==> config.mk <==
export PLATFORM = sky130hd
export DESIGN_NAME = riscv_alu_md
export DESIGN_NICKNAME = d
export VERILOG_FILES = /design/src/rtl/riscv_alu_md_pkg.sv /design/src/rtl/riscv_muldiv_iter.sv /design/src/rtl/riscv_alu_md.sv
export SDC_FILE = /design/constraint.sdc
export NUM_CORES = 1
export LEC_CHECK = 0
export CORE_MARGIN = 2
export CORE_UTILIZATION = 40
export DETAILED_ROUTE_END_ITERATION = 10
export GPL_ROUTABILITY_DRIVEN = 1
export PLACE_DENSITY_LB_ADDON = 0.2
export SETUP_SLACK_MARGIN = 0.3
export SKIP_LAST_GASP = 1
export SLEW_MARGIN = 20
export SYNTH_ARGS = -nofsm -noshare
export SYNTH_HDL_FRONTEND = slang
export SYNTH_SLANG_ARGS = --single-unit
==> constraint.sdc <==
create_clock -name clk -period 6.3 [get_ports clk]
set_clock_uncertainty 0.1 [all_clocks]
set_input_delay 1.26 -clock clk [delete_from_list [all_inputs] [get_ports clk]]
set_output_delay 1.26 -clock clk [all_outputs]
set_load 0.05 [all_outputs]
==> src/rtl/riscv_alu_md_pkg.sv <==
// Shared codes for the EX-stage ALU and the iterative RV32M unit.
package riscv_alu_md_pkg;

  localparam logic [2:0] ALUOP_ADD = 3'b000;
  localparam logic [2:0] ALUOP_SUB = 3'b001;
  localparam logic [2:0] ALUOP_R   = 3'b010;
  localparam logic [2:0] ALUOP_I   = 3'b011;

  localparam logic [3:0] ALU_ADD  = 4'h0;
  localparam logic [3:0] ALU_SLL  = 4'h1;
  localparam logic [3:0] ALU_SLT  = 4'h2;
  localparam logic [3:0] ALU_SLTU = 4'h3;
  localparam logic [3:0] ALU_XOR  = 4'h4;
  localparam logic [3:0] ALU_SRL  = 4'h5;
  localparam logic [3:0] ALU_OR   = 4'h6;
  localparam logic [3:0] ALU_AND  = 4'h7;
  localparam logic [3:0] ALU_SUB  = 4'h8;
  localparam logic [3:0] ALU_SRA  = 4'hD;

  localparam logic [2:0] BR_EQ  = 3'd0;
  localparam logic [2:0] BR_NE  = 3'd1;
  localparam logic [2:0] BR_LT  = 3'd4;
  localparam logic [2:0] BR_GE  = 3'd5;
  localparam logic [2:0] BR_LTU = 3'd6;
  localparam logic [2:0] BR_GEU = 3'd7;

  localparam logic [2:0] MD_MUL    = 3'd0;
  localparam logic [2:0] MD_MULH   = 3'd1;
  localparam logic [2:0] MD_MULHSU = 3'd2;
  localparam logic [2:0] MD_MULHU  = 3'd3;
  localparam logic [2:0] MD_DIV    = 3'd4;
  localparam logic [2:0] MD_DIVU   = 3'd5;
  localparam logic [2:0] MD_REM    = 3'd6;
  localparam logic [2:0] MD_REMU   = 3'd7;

  typedef enum logic [1:0] {IDLE, CALC, DONE} md_state_e;

  function automatic logic md_a_signed(input logic [2:0] op);
    return op == MD_MUL || op == MD_MULH || op == MD_MULHSU || op == MD_DIV || op == MD_REM;
  endfunction

  function automatic logic md_b_signed(input logic [2:0] op);
    return op == MD_MUL || op == MD_MULH || op == MD_DIV || op == MD_REM;
  endfunction

endpackage

==> src/rtl/riscv_muldiv_iter.sv <==
// Radix-2 iterative multiply/divide: sign-magnitude operands, shift-add multiply,
// restoring divide, one step per cycle, sign fix-up in DONE.
module riscv_muldiv_iter
  import riscv_alu_md_pkg::*;
#(
  parameter int WIDTH = 32
) (
  input  logic             clk,
  input  logic             reset,
  input  logic             start,
  input  logic [2:0]       op,
  input  logic [WIDTH-1:0] a,
  input  logic [WIDTH-1:0] b,
  input  logic             flush,
  output logic             busy,
  output logic             valid,
  output logic [WIDTH-1:0] result
);
  localparam int CW = $clog2(WIDTH) + 1;

  md_state_e          state, state_nx;
  logic [CW-1:0]      cnt;
  logic [2*WIDTH-1:0] acc, prod;
  logic [WIDTH-1:0]   opd, a_orig, mag_a, mag_b, quot, remv, res_c;
  logic [WIDTH:0]     msum, rs, diff;
  logic [2:0]         op_q;
  logic               neg_a, neg_b, sa, sb, accept, bz;

  assign busy   = (state != IDLE);
  assign accept = (state == IDLE) && start && !flush;
  assign sa     = md_a_signed(op) & a[WIDTH-1];
  assign sb     = md_b_signed(op) & b[WIDTH-1];
  assign mag_a  = sa ? -a : a;
  assign mag_b  = sb ? -b : b;

  always_ff @(posedge clk or posedge reset) begin
    if (reset) state <= IDLE;
    else       state <= state_nx;
  end

  always_comb begin
    state_nx = state;
    case (state)
      IDLE:    if (accept) state_nx = CALC;
      CALC:    if (cnt == CW'(1)) state_nx = DONE;
      DONE:    state_nx = IDLE;
      default: state_nx = IDLE;
    endcase
    if (flush) state_nx = IDLE;
  end

  // opd holds the multiplicand for multiply, the divisor magnitude for divide
  assign msum = {1'b0, acc[2*WIDTH-1:WIDTH]} + (acc[0] ? {1'b0, opd} : '0);
  assign rs   = acc[2*WIDTH-1:WIDTH-1];
  assign diff = rs - {1'b0, opd};

  assign prod = (neg_a ^ neg_b) ? -acc : acc;
  assign quot = (neg_a ^ neg_b) ? -acc[WIDTH-1:0] : acc[WIDTH-1:0];
  assign remv = neg_a ? -acc[2*WIDTH-1:WIDTH] : acc[2*WIDTH-1:WIDTH];
  assign bz   = (opd == '0);

  always_comb begin
    res_c = '0;
    case (op_q)
      MD_MUL:                     res_c = prod[WIDTH-1:0];
      MD_MULH, MD_MULHSU, MD_MULHU: res_c = prod[2*WIDTH-1:WIDTH];
      MD_DIV, MD_DIVU:            res_c = bz ? '1 : quot;
      default:                    res_c = bz ? a_orig : remv;
    endcase
  end

  always_ff @(posedge clk or posedge reset) begin
    if (reset) begin
      cnt    <= '0;
      acc    <= '0;
      opd    <= '0;
      a_orig <= '0;
      op_q   <= '0;
      neg_a  <= 1'b0;
      neg_b  <= 1'b0;
      valid  <= 1'b0;
      result <= '0;
    end else begin
      valid <= 1'b0;
      if (accept) begin
        op_q   <= op;
        neg_a  <= sa;
        neg_b  <= sb;
        a_orig <= a;
        cnt    <= CW'(WIDTH);
        acc    <= {{WIDTH{1'b0}}, op[2] ? mag_a : mag_b};
        opd    <= op[2] ? mag_b : mag_a;
      end else if (state == CALC && !flush) begin
        cnt <= cnt - CW'(1);
        if (!op_q[2])     acc <= {msum, acc[WIDTH-1:1]};
        else if (diff[WIDTH]) acc <= {rs[WIDTH-1:0], acc[WIDTH-2:0], 1'b0};
        else              acc <= {diff[WIDTH-1:0], acc[WIDTH-2:0], 1'b1};
      end else if (state == DONE && !flush) begin
        valid  <= 1'b1;
        result <= res_c;
      end
    end
  end

endmodule

==> src/rtl/riscv_alu_md.sv <==
// EX-stage ALU: combinational RV32I ALU and branch compare, plus the iterative mul/div unit.
module riscv_alu_md
  import riscv_alu_md_pkg::*;
#(
  parameter int WIDTH   = 32,
  parameter int SHAMT_W = $clog2(WIDTH)
) (
  input  logic             clk,
  input  logic             reset,
  input  logic [WIDTH-1:0] dataA,
  input  logic [WIDTH-1:0] dataB,
  input  logic [3:0]       func,
  input  logic [2:0]       aluOp,
  input  logic             mdStart,
  input  logic [2:0]       mdOp,
  input  logic             flush,
  output logic [WIDTH-1:0] aluResult,
  output logic             branchFromAlu,
  output logic             busy,
  output logic             mdValid,
  output logic [WIDTH-1:0] mdResult
);
  logic [3:0]         fsel;
  logic [SHAMT_W-1:0] shamt;
  logic               lt_s, lt_u;

  assign shamt = dataB[SHAMT_W-1:0];
  assign lt_s  = $signed(dataA) < $signed(dataB);
  assign lt_u  = dataA < dataB;

  // immediates carry no SUB; bit 3 only distinguishes SRAI from SRLI
  assign fsel = (aluOp == ALUOP_I) ? {func[3] & (func[2:0] == 3'd5), func[2:0]} : func;

  always_comb begin
    aluResult = '0;
    case (aluOp)
      ALUOP_ADD: aluResult = dataA + dataB;
      ALUOP_SUB: aluResult = dataA - dataB;
      ALUOP_R, ALUOP_I: begin
        case (fsel)
          ALU_ADD:  aluResult = dataA + dataB;
          ALU_SUB:  aluResult = dataA - dataB;
          ALU_SLL:  aluResult = dataA << shamt;
          ALU_SLT:  aluResult = {{(WIDTH-1){1'b0}}, lt_s};
          ALU_SLTU: aluResult = {{(WIDTH-1){1'b0}}, lt_u};
          ALU_XOR:  aluResult = dataA ^ dataB;
          ALU_SRL:  aluResult = dataA >> shamt;
          ALU_SRA:  aluResult = WIDTH'($signed(dataA) >>> shamt);
          ALU_OR:   aluResult = dataA | dataB;
          ALU_AND:  aluResult = dataA & dataB;
          default:  aluResult = '0;
        endcase
      end
      default: aluResult = '0;
    endcase
  end

  always_comb begin
    branchFromAlu = 1'b0;
    case (func[2:0])
      BR_EQ:   branchFromAlu = (dataA == dataB);
      BR_NE:   branchFromAlu = (dataA != dataB);
      BR_LT:   branchFromAlu = lt_s;
      BR_GE:   branchFromAlu = !lt_s;
      BR_LTU:  branchFromAlu = lt_u;
      BR_GEU:  branchFromAlu = !lt_u;
      default: branchFromAlu = 1'b0;
    endcase
  end

  riscv_muldiv_iter #(.WIDTH(WIDTH)) u_md (
    .clk    (clk),
    .reset  (reset),
    .start  (mdStart),
    .op     (mdOp),
    .a      (dataA),
    .b      (dataB),
    .flush  (flush),
    .busy   (busy),
    .valid  (mdValid),
    .result (mdResult)
  );

endmodule

==> results.txt <==
----------------------------------------------------
[Run status]
  Result of the run ... finished, final reports clean

[Layout]
  Net count reported at finish ... 3,813
  Share of the core filled with cells ... 47.3%
  Number of diodes ... 0
  Layout overhead on the synthesized area ... 16.7%
  Layout cell share with drive strength beyond 1 ... 13.2%

[Synth]
  Async set or reset register ratio after synthesis ... 100%
  Seq cells post-synth ... 174
  Mean instance size in the synthesized netlist ... 7.16 µm²
  Cell Area, Synth ... 0.0246 mm²
  Post-synthesis cell count ... 3,435
  Share of Yosys cell area claimed by the top area cell type ... 17.7%
  Count of flip-flops with a built-in enable after synthesis ... 0
  Top cells by count, synth ... nor2_1 (405), o21ai_0 (358), nand2_1 (337)
  Nets in the synthesized netlist ... 3,686
  Dominant cells by area after synthesis ... dfrtp_1 (18%), ha_1 (8.6%), o21ai_0 (7.3%), a21oi_1 (6.6%), nor2_1 (6.2%)
  Commonest register cell after synthesis ... dfrtp_1
  Sequential fraction of the synthesis area ... 17.7%
  Post-synthesis cell type with the largest combined area ... dfrtp_1
  Most common cell in the synthesized netlist ... nor2_1
  Number of warnings reported in the yosys synthesis log ... 0
  Count of unique library cells instantiated by Yosys ... 97

[Flow run]
  # Max-Cap Violations ... 0

[STA]
  Setup repair after global routing missed its margin ... true
  Worst relative slew slack ... 21.1%
  # setup viols final ... 0
  Max-slew violation total from the final report ... 0
  Hold violation count in the final report ... 0
  Fmax achieved ... 167 MHz
  Transition time of the tightest slew-check pin ... 1180 ps
  Time the worst path needs with I/O delays and setup ... 6010 ps
  Share of the clock period used by the worst path after layout ... 95.3%

[Clock tree]
  Root cell of the clock tree ... clkbuf_16
  CTS H-tree depth ... 4
  Clock tree from TritonCTS ... built
  Post-cts hold buffer count ... 0
  Number of buffers created by CTS ... 17
  Maximum clock insertion buffer count ... 2
  Source-to-sink clock delay at the later pin of the worst-skew pair ... 470 ps
  Clk sink count ... 174
  CTS clock-pin slew for the worst setup and hold paths ... 70 ps

[Routing]
  Number of vias after detailed routing ... 27,300
  Initial detailed-routing violation count ... 2,779
  Total wire length after detailed routing ... 110,000 µm
  Vias per std cell ... 6.26
  ANT nets after route ... 0
  Number of iterations in the first detailed-routing pass ... 6
  DRC errors left ... 0
  Routed WL per cell ... 25.3 µm

[Pwr]
  Proportion of total power due to net switching ... 53.5%
  Leakage ... 12.3 nW
  Total net switching power ... 0.00511 W
  Internal power ... 0.00444 W
  Clock Power Share ... 11.3%
  Worst vdd rail ir drop ... 0.268 mV
  Sequential share of power ... 21.8%
  Power Total ... 0.00954 W
  Logic pwr share ... 67.0%
  Power density normalized to cell area ... 333 mW/mm²

[Min path]
  Path type of the worst min-delay path ... reg -> reg

[Setup path]
  CP max-delay cell ... clkdlybuf4s50_1
  Reg-to-Reg Start ... u_md.acc[31]$_DFFE_PP0N_
  Largest incremental delay on the critical path ... 800 ps
  FF-to-FF setup slack ... 1770 ps
  Launching element type of the critical path ... input pin
  WP depth ... 10
  Worst Path Arrival ... 4650 ps
  Max Fanout on Critical Path ... 8
  Required time worst endpoint ... 4940 ps
  Worst-path cell chain ... clkdlybuf4s50_1 -> mux2_2 -> nand2_1 -> o21a_1 -> a21oi_1 -> mux2i_1 -> nor3_1 -> a211oi_1 -> o22ai_1 -> buf_4
  Buffers and inverters on the worst path ... 2
  Worst R2R Path Depth ... 16
  Critical path's top delay family ... compound AO/OA/AOI/OAI gates
  Critical path start-end classification ... in -> out
  RR Endpoint ... u_md.acc[35]$_DFFE_PP0N_
  Type of element capturing the critical path ... output port
  Setup crit end ... aluResult[16]
  Launch point of the worst path ... dataA[31]

[Floorplanning]
  Total die area ... 0.0635 mm²
  Count of boundary I/O pins ... 145
  Die height ... 252 µm
  Placeable core area ... 0.0606 mm²
  FP Rows ... 90
  Die width ... 252 µm
  Initial core utilization ... 40.6%

[Placement]
  Detailed placement HPWL ... 87,400 µm
  Port Buffer Count ... 144
  Gpl congestion ... 1.04

[Global routing]
  Pin count of the biggest net entering global routing ... 127
  Global-route usage over all layers ... 34.2%
  Global-route wire length before repair ... 166,000 µm
  Antenna violations before repair ... 0
  Via count of the first global-routing pass ... 25,800
  Grt ovf ... 0

----------------------------------------------------
==> area by class of cell <==
cell class	count	area, µm²
Inverter	163	619
Fill cell	6230	31900
Sequential cell	174	4360
Tap cell	782	978
Multi-Input combinational cell	2828	18900
Clock inverter	15	144
Timing Repair Buffer	378	3230
Clock buffer	17	425
==> layout by cell type (no fill, tap or decap), drive strengths merged, types with 10 or more instances in the layout <==
cell / netlist / routed
o21bai: 25 / 25
nand2: 337 / 337
a221oi: 46 / 46
o211ai: 57 / 57
o31ai: 25 / 25
a211oi: 41 / 41
nor4: 33 / 33
or3: 29 / 29
a31oi: 31 / 31
nand4: 24 / 24
o221ai: 24 / 24
o2111ai: 10 / 10
o21a: 16 / 16
clkbuf: 220 / 17
inv: 161 / 169
a21o: 49 / 49
o21ai: 368 / 368
nor2b: 21 / 21
nand2b: 21 / 21
buf: 50 / 273
and3: 13 / 13
mux2: 17 / 17
xor2: 74 / 74
a22oi: 32 / 32
a21oi: 325 / 325
nand3: 35 / 35
or2: 17 / 17
nor3: 66 / 66
mux4: 23 / 23
o22ai: 44 / 44
dfrtp: 174 / 174
nor2: 405 / 405
mux2i: 127 / 127
and2: 26 / 26
xnor2: 149 / 149
o41ai: 14 / 14
or4: 14 / 14
ha: 169 / 169
dlygate4sd2: 0 / 15
clkdlybuf4s50: 0 / 85
==> sequential cells by signal (all words and copies together) (netlist names) <==
signal and flops:
u_md.valid 1, u_md.acc 64, u_md.neg_b 1, u_md.a_orig 32, u_md.cnt 6, u_md.neg_a 1
u_md.state 2, u_md.result 32, u_md.opd 32, u_md.op_q 3
==> kinds of logic (layout without fill, tap and decap cells) <==
family	count (synthesis)	count (layout)	synth area share, %
muxes	167	167	8.06
DFF	174	174	17.7
AOI/OAI and AO/OA	1194	1194	30.4
and+or+nand+nor	1071	1071	20.1
buffers and inverters	433	573	6.81
adders and majority gates	173	173	8.93
xor gates and xnor gates	223	223	7.94
==> layer usage <==
metal	part of all wire (%)	vias up	track usage, %	wire [µm]
li1	-	12600	-	-
met3	7.7	290	5.16	8520
met4	5.9	0	17.2	6530
met5	0	-	0	0
met2	45	1372	55.2	49800
met1	41	13000	44.4	45300
==> timing repair <==
item | CTS | global route
setup buffers | 5 | 4
gates resized for setup | 43 | 32
endpoints found under the setup margin | 14 | 13
pin swaps | 18 | 11
==> metrics by stage <==
step           setup TNS [ps]  setup WS (ps)  instance area [µm²]  std cells  hold WS [ps]
2_1_floorplan               0            260                24700       3435           345
3_3_place_gp            -48.5          -48.5                27800       4315           362
3_5_place_dp            -92.2          -62.4                27800       4315           370
4_1_cts                     0            280                28500       4352           387
5_1_grt                     0            235                28700       4357           415
6_report                    0            294                28700       4357           379
==> worst min-delay path by stage <==
stage | start | endpoint | slack [ps] | cells after the start
after floorplan | u_md.a_orig[23]$_DFFE_PP0P_ | u_md.a_orig[23]$_DFFE_PP0P_ | 340 | 2
after global placement | u_md.a_orig[28]$_DFFE_PP0P_ | u_md.a_orig[28]$_DFFE_PP0P_ | 360 | 2
after detailed placement | u_md.result[4]$_DFFE_PP0P_ | u_md.result[4]$_DFFE_PP0P_ | 370 | 2
after CTS | u_md.result[31]$_DFFE_PP0P_ | u_md.result[31]$_DFFE_PP0P_ | 390 | 2
after global routing | u_md.result[4]$_DFFE_PP0P_ | u_md.result[4]$_DFFE_PP0P_ | 420 | 2
final | u_md.result[31]$_DFFE_PP0P_ | u_md.result[31]$_DFFE_PP0P_ | 380 | 2
==> power by group through the flow <==
stage / clock network (W) / logic, W / registers, W
CTS: 0.00108 / 0.00625 / 0.00205
floorplan: 0 / 0.00459 / 0.00181
finish: 0.00107 / 0.00639 / 0.00208
global placement: 0 / 0.00618 / 0.00207
detailed placement: 0 / 0.00619 / 0.00207
global route: 0.00113 / 0.00696 / 0.00212
==> worst reg2reg max path: stages (launching register included) <==
cell and delay, ps:
dfrtp_1 400, inv_1 310, ha_1 250, inv_1 60, fa_1 420, a211oi_1 330, o21a_1 190, o21ai_1 140
o311ai_0 400, buf_4 220, a211oi_1 90, o21ai_1 440, o311ai_4 230, buf_4 320, a211o_1 310, a31oi_1 170
a21o_1 100
No activity file was read; power rests on OpenSTA's default activity.
